--- src/rtl/tt_sweep_pkg.sv ---
// Shared types and constants for the truth-table sweep sequencer.
package tt_sweep_pkg;

    typedef enum logic [1:0] {
        TT_IDLE,
        TT_DRIVE,
        TT_SAMPLE,
        TT_DONE
    } tt_state_t;

    localparam int SETTLE_W = 4;

    function automatic int tt_width(input int n);
        return 1 << n;
    endfunction

endpackage

--- src/rtl/tt_popcount.sv ---
// Combinational population count of a W-bit vector.
module tt_popcount #(
    parameter int W = 16
) (
    input  logic [W-1:0]       bits,
    output logic [$clog2(W):0] count
);

    always_comb begin
        count = '0;
        for (int i = 0; i < W; i++) begin
            count = count + {{$clog2(W){1'b0}}, bits[i]};
        end
    end

endmodule

--- src/rtl/tt_sweep_capture.sv ---
// Drives every input vector of a combinational circuit in ascending order,
// samples its output into a truth table and compares it with a reference.
module tt_sweep_capture
    import tt_sweep_pkg::*;
#(
    parameter int N_IN   = 4,
    parameter int SETTLE = 1
) (
    input  logic                        clk,
    input  logic                        rst,
    input  logic                        start,
    input  logic [tt_width(N_IN)-1:0]   expected,
    output logic [N_IN-1:0]             x,
    input  logic                        f1,
    output logic                        busy,
    output logic                        tt_valid,
    input  logic                        tt_ready,
    output logic [tt_width(N_IN)-1:0]   truth_table,
    output logic                        match,
    output logic [N_IN:0]               mismatches
);

    localparam int TW = tt_width(N_IN);
    localparam logic [SETTLE_W-1:0] SETTLE_LAST = SETTLE_W'(SETTLE - 1);
    localparam logic [N_IN-1:0]     IDX_LAST    = '1;

    tt_state_t           state;
    logic [N_IN-1:0]     idx;
    logic [SETTLE_W-1:0] settle_cnt;
    logic [TW-1:0]       exp_q;
    logic [TW-1:0]       tt_final;
    logic [TW-1:0]       diff;
    logic [N_IN:0]       pop;

    // Table as it will look after this cycle's sample; used so match and
    // mismatches are ready on the same edge that enters DONE.
    always_comb begin
        tt_final      = truth_table;
        tt_final[idx] = f1;
    end

    assign diff = tt_final ^ exp_q;

    tt_popcount #(.W(TW)) u_popcount (
        .bits  (diff),
        .count (pop)
    );

    always_ff @(posedge clk) begin
        if (rst) begin
            state       <= TT_IDLE;
            idx         <= '0;
            settle_cnt  <= '0;
            exp_q       <= '0;
            x           <= '0;
            busy        <= 1'b0;
            tt_valid    <= 1'b0;
            truth_table <= '0;
            match       <= 1'b0;
            mismatches  <= '0;
        end else begin
            case (state)
                TT_IDLE: begin
                    if (start) begin
                        exp_q       <= expected;
                        truth_table <= '0;
                        idx         <= '0;
                        settle_cnt  <= '0;
                        x           <= '0;
                        busy        <= 1'b1;
                        state       <= TT_DRIVE;
                    end
                end
                TT_DRIVE: begin
                    settle_cnt <= settle_cnt + 1'b1;
                    if (settle_cnt == SETTLE_LAST) begin
                        state <= TT_SAMPLE;
                    end
                end
                TT_SAMPLE: begin
                    truth_table <= tt_final;
                    if (idx == IDX_LAST) begin
                        x          <= '0;
                        busy       <= 1'b0;
                        tt_valid   <= 1'b1;
                        match      <= (tt_final == exp_q);
                        mismatches <= pop;
                        state      <= TT_DONE;
                    end else begin
                        idx        <= idx + 1'b1;
                        x          <= idx + 1'b1;
                        settle_cnt <= '0;
                        state      <= TT_DRIVE;
                    end
                end
                TT_DONE: begin
                    if (tt_ready) begin
                        tt_valid <= 1'b0;
                        state    <= TT_IDLE;
                    end
                end
                default: state <= TT_IDLE;
            endcase
        end
    end

endmodule

--- config.mk ---
export PLATFORM = sky130hd
export DESIGN_NAME = tt_sweep_capture
export DESIGN_NICKNAME = d
export VERILOG_FILES = /design/src/rtl/tt_sweep_pkg.sv /design/src/rtl/tt_popcount.sv /design/src/rtl/tt_sweep_capture.sv
export SDC_FILE = /design/constraint.sdc
export NUM_CORES = 1
export LEC_CHECK = 0
export BUFFER_PORTS_ARGS = -buffer_cell sky130_fd_sc_hd__buf_2
export CAP_MARGIN = 20
export CORE_MARGIN = 10
export CORE_UTILIZATION = 57
export CTS_CLUSTER_DIAMETER = 120
export DETAILED_ROUTE_END_ITERATION = 8
export PLACE_DENSITY = 0.8
export SYNTH_ARGS = -nofsm -noshare
export SYNTH_HDL_FRONTEND = slang
export SYNTH_SLANG_ARGS = --single-unit
--- constraint.sdc ---
create_clock -name clk -period 7.23 [get_ports clk]
set_input_delay 1.0845 -clock clk [delete_from_list [all_inputs] [get_ports clk]]
set_output_delay 1.0845 -clock clk [all_outputs]
set_load 0.01 [all_outputs]
==> flow_summary_export.csv <==
group,metric,value,unit
logic_synthesis,synth.cell_area,3040,um2
timing,report.final.hold_viol_count,0,
placement,port_buffers,48,
timing,rsz0062_at_grt,"false",
floorplanning,core,5140,um2
setup_path,cp_slowest_stage_delay,0.54,ns
placement,dp.cells,462,
routing,vias_per_cell,5.56,
floorplanning,start_util,59.2,%
cts,hold_buffers,0,
grt,grt_pass1_wl,13100,um
timing,setup_viol,0,
grt,grt-ovfl-total,0,
timing,max_freq,0.187,GHz
logic_synthesis,synth-edff-count,0,
timing,worstMarginPinSlew,0.992,ns
pwr,irDropWorstVdd,114,uV
pwr,leakage,1.42,nW
logic_synthesis,synthTopCellsByCount,"nand2_1, dfxtp_1, a21oi_1",
status,status,"finished clean",
logic_synthesis,synthTopCellsByArea,"dfxtp_1, a21oi_1, nand2_1, fa_1, ha_1",
logic_synthesis,ys_types,39,
floorplanning,die_area,8660,um2
cts,cts.sink_count,54,
cts,postCtsSetupBuffers,0,
cells_and_area,stdcell_area,3350,um2
grt,grt_pass1_vias,2615,
cts,clkLatencyLatePin,0.31,ns
placement,dp_hpwl,5370,um
setup_path,cp.arrival,5.50,ns
timing,min_period,5.34,ns
routing,firstDrtPassIters,5,
routing,drc,0,
timing,fin_skew,0.0130,ns
cells_and_area,instances_no_fill,468,
pwr,power_density,188,nW/um2
setup_path,endpoint_kind,"flip-flop",
setup_path,cp_max_fo,17,
floorplanning,chipHeight,93.1,um
cts,htree_num_levels,2,
hold_path,hold_path_depth,2,
cells_and_area,final_core_util,65.1,%
cells_and_area,nNetsFinal,443,
setup_path,crit_path_cell_trace,"buf_2 > mux2i_1 > xnor2_1 > ha_1 > fa_1 > fa_1 > fa_1 > inv_1 > fa_1 > fa_1 > fa_1 > nor2b_1 > nor3_1 > a21oi_1 > nor2_1",
timing,relSlewSlack,33.9,%
cells_and_area,drive_above_1_share,16.8,%
placement,placedInstanceArea,3260,um2
setup_path,path_common_cell,"fa_1",
logic_synthesis,synth_top_area_share,35.5,%
logic_synthesis,synth_top_area_cell,"dfxtp_1",
routing,routed_wl,7470,um
setup_path,critical-path-slowest-cell,"fa_1",
routing,wl_per_cell,16.0,um
timing,tns,0,ns
logic_synthesis,synth_seq_cells,54,
floorplanning,die_w,93.1,um
cts,cts_resized,0,
logic_synthesis,synth-seq-area-share,35.5,%
cells_and_area,syn_to_final_growth,10.0,%
cts,tritoncts,"done",
cts,clk_path_buf_depth,2,
setup_path,critPathLaunchType,"primary input",
setup_path,worst-setup-path-type,"in -> reg",
setup_path,crit_required,7.39,ns
timing,holdWs,0.451,ns
logic_synthesis,yosysWarnings,0,
logic_synthesis,ys_async_sr_fraction,0,%
timing,fin_crit_sh,73.8,%
logic_synthesis,synth_area_per_cell,8.31,um2
grt,track_usage,18.4,%
cts,cts_root_buf,"clkbuf_8",
placement,gp_congestion,0.876,
cts,clk_pin_slew,0.08,ns
logic_synthesis,syn_inst,366,
logic_synthesis,synthFlopType,"dfxtp_1",
cts,cts_buffers,5,
hold_path,hold_class,"reg -> reg",
run,drv_cap,0,
setup_path,r2r_cells,16,
grt,grt_max_degree,56,
routing,first_iter_violations,276,
routing,ant_nets,0,
floorplanning,pin_count,49,
timing,slew_viol_final,0,
floorplanning,core.rowCount,26,
cells_and_area,diodes,0,
cells_and_area,num-fill-cells,463,
logic_synthesis,yosysMostFrequentCell,"nand2_1",
logic_synthesis,synth_nets,410,
routing,vias,2601,
grt,antenna_found_initial,0,
cells by family after synthesis:
logic type               Yosys count  synth area share (%)
XOR/XNOR                          21                  6.05
multiplexers                      16                  5.27
flip-flops                        54                  35.5
AO/OA/AOI/OAI                     81                  14.8
adder cells (fa/ha/maj)           23                  11.9
AND/OR/NAND/NOR                  132                  20.9
buffers and inverters             39                  5.55
layout by cell type (no fill, tap or decap), drive strengths merged, types with 2 or more instances in the layout:
cell type,netlist,routed
nand2,59,59
dfxtp,54,54
buf,9,48
a21oi,45,45
nor2,33,33
o21ai,20,20
inv,17,17
mux2i,16,16
xnor2,13,13
ha,13,13
fa,10,10
xor2,8,8
a22oi,8,8
and2,6,6
nand3,6,6
clkbuf,13,6
nor2b,5,5
and3,5,5
and3b,4,4
nor4,3,3
nor3,3,3
a211oi,3,3
and2b,2,2
worst max-delay path, delay by kind of cell:
kind	cells	cell delay (ns)
adders and majority gates	7	3.26
buffers and inverters	2	0.33
and+or+nand+nor	3	0.28
xor gates and xnor gates	1	0.26
muxes	1	0.14
AOI/OAI and AO/OA	1	0.12
per-stage QoR:
step / power [mW] / setup slack, ns
final: 0.630 / 1.89
after global routing: 0.674 / 1.47
after CTS: 0.635 / 1.90
after detailed placement: 0.467 / 1.58
after global placement: 0.462 / 1.75
after floorplan: 0.433 / 1.80
per-layer routing:
layer | part of all wire [%] | vias up | track usage [%]
li1 | - | 1287 | -
met1 | 45 | 1206 | 24.0
met2 | 46 | 93 | 28.7
met3 | 6.7 | 15 | 4.80
met4 | 2.2 | 0 | 6.30
met5 | 0 | - | 0
final timing paths:
path | start | end | slack (ns)
worst max register to register | idx[2] | mismatches[2] | 1.90
worst max-delay path | f1 | mismatches[2] | 1.89
worst min register to register | mismatches[4] | mismatches[4] | 0.45
worst min-delay path | mismatches[4] | mismatches[4] | 0.45
area by class of cell:
class	count	area [um2]	share of cell area, %
Timing Repair Buffer	48	240	7.18
Multi-Input combinational cell	273	1790	53.5
Sequential cell	54	1080	32.3
Tap cell	70	87.6	2.62
Clock buffer	6	82.6	2.47
Inverter	17	63.8	1.91
sequential cells by signal (all words and copies together), names as in the netlist:
name / cells
busy: 1
match: 1
tt_valid: 1
mismatches: 5
state: 2
truth_table: 16
exp_q: 16
x: 4
settle_cnt: 4
idx: 4
where the power goes:
group          switching (mW)  internal, mW
registers             0.00906         0.307
logic                  0.0868        0.0602
clock network          0.0934        0.0741
Power figures use the tool's default switching activity.
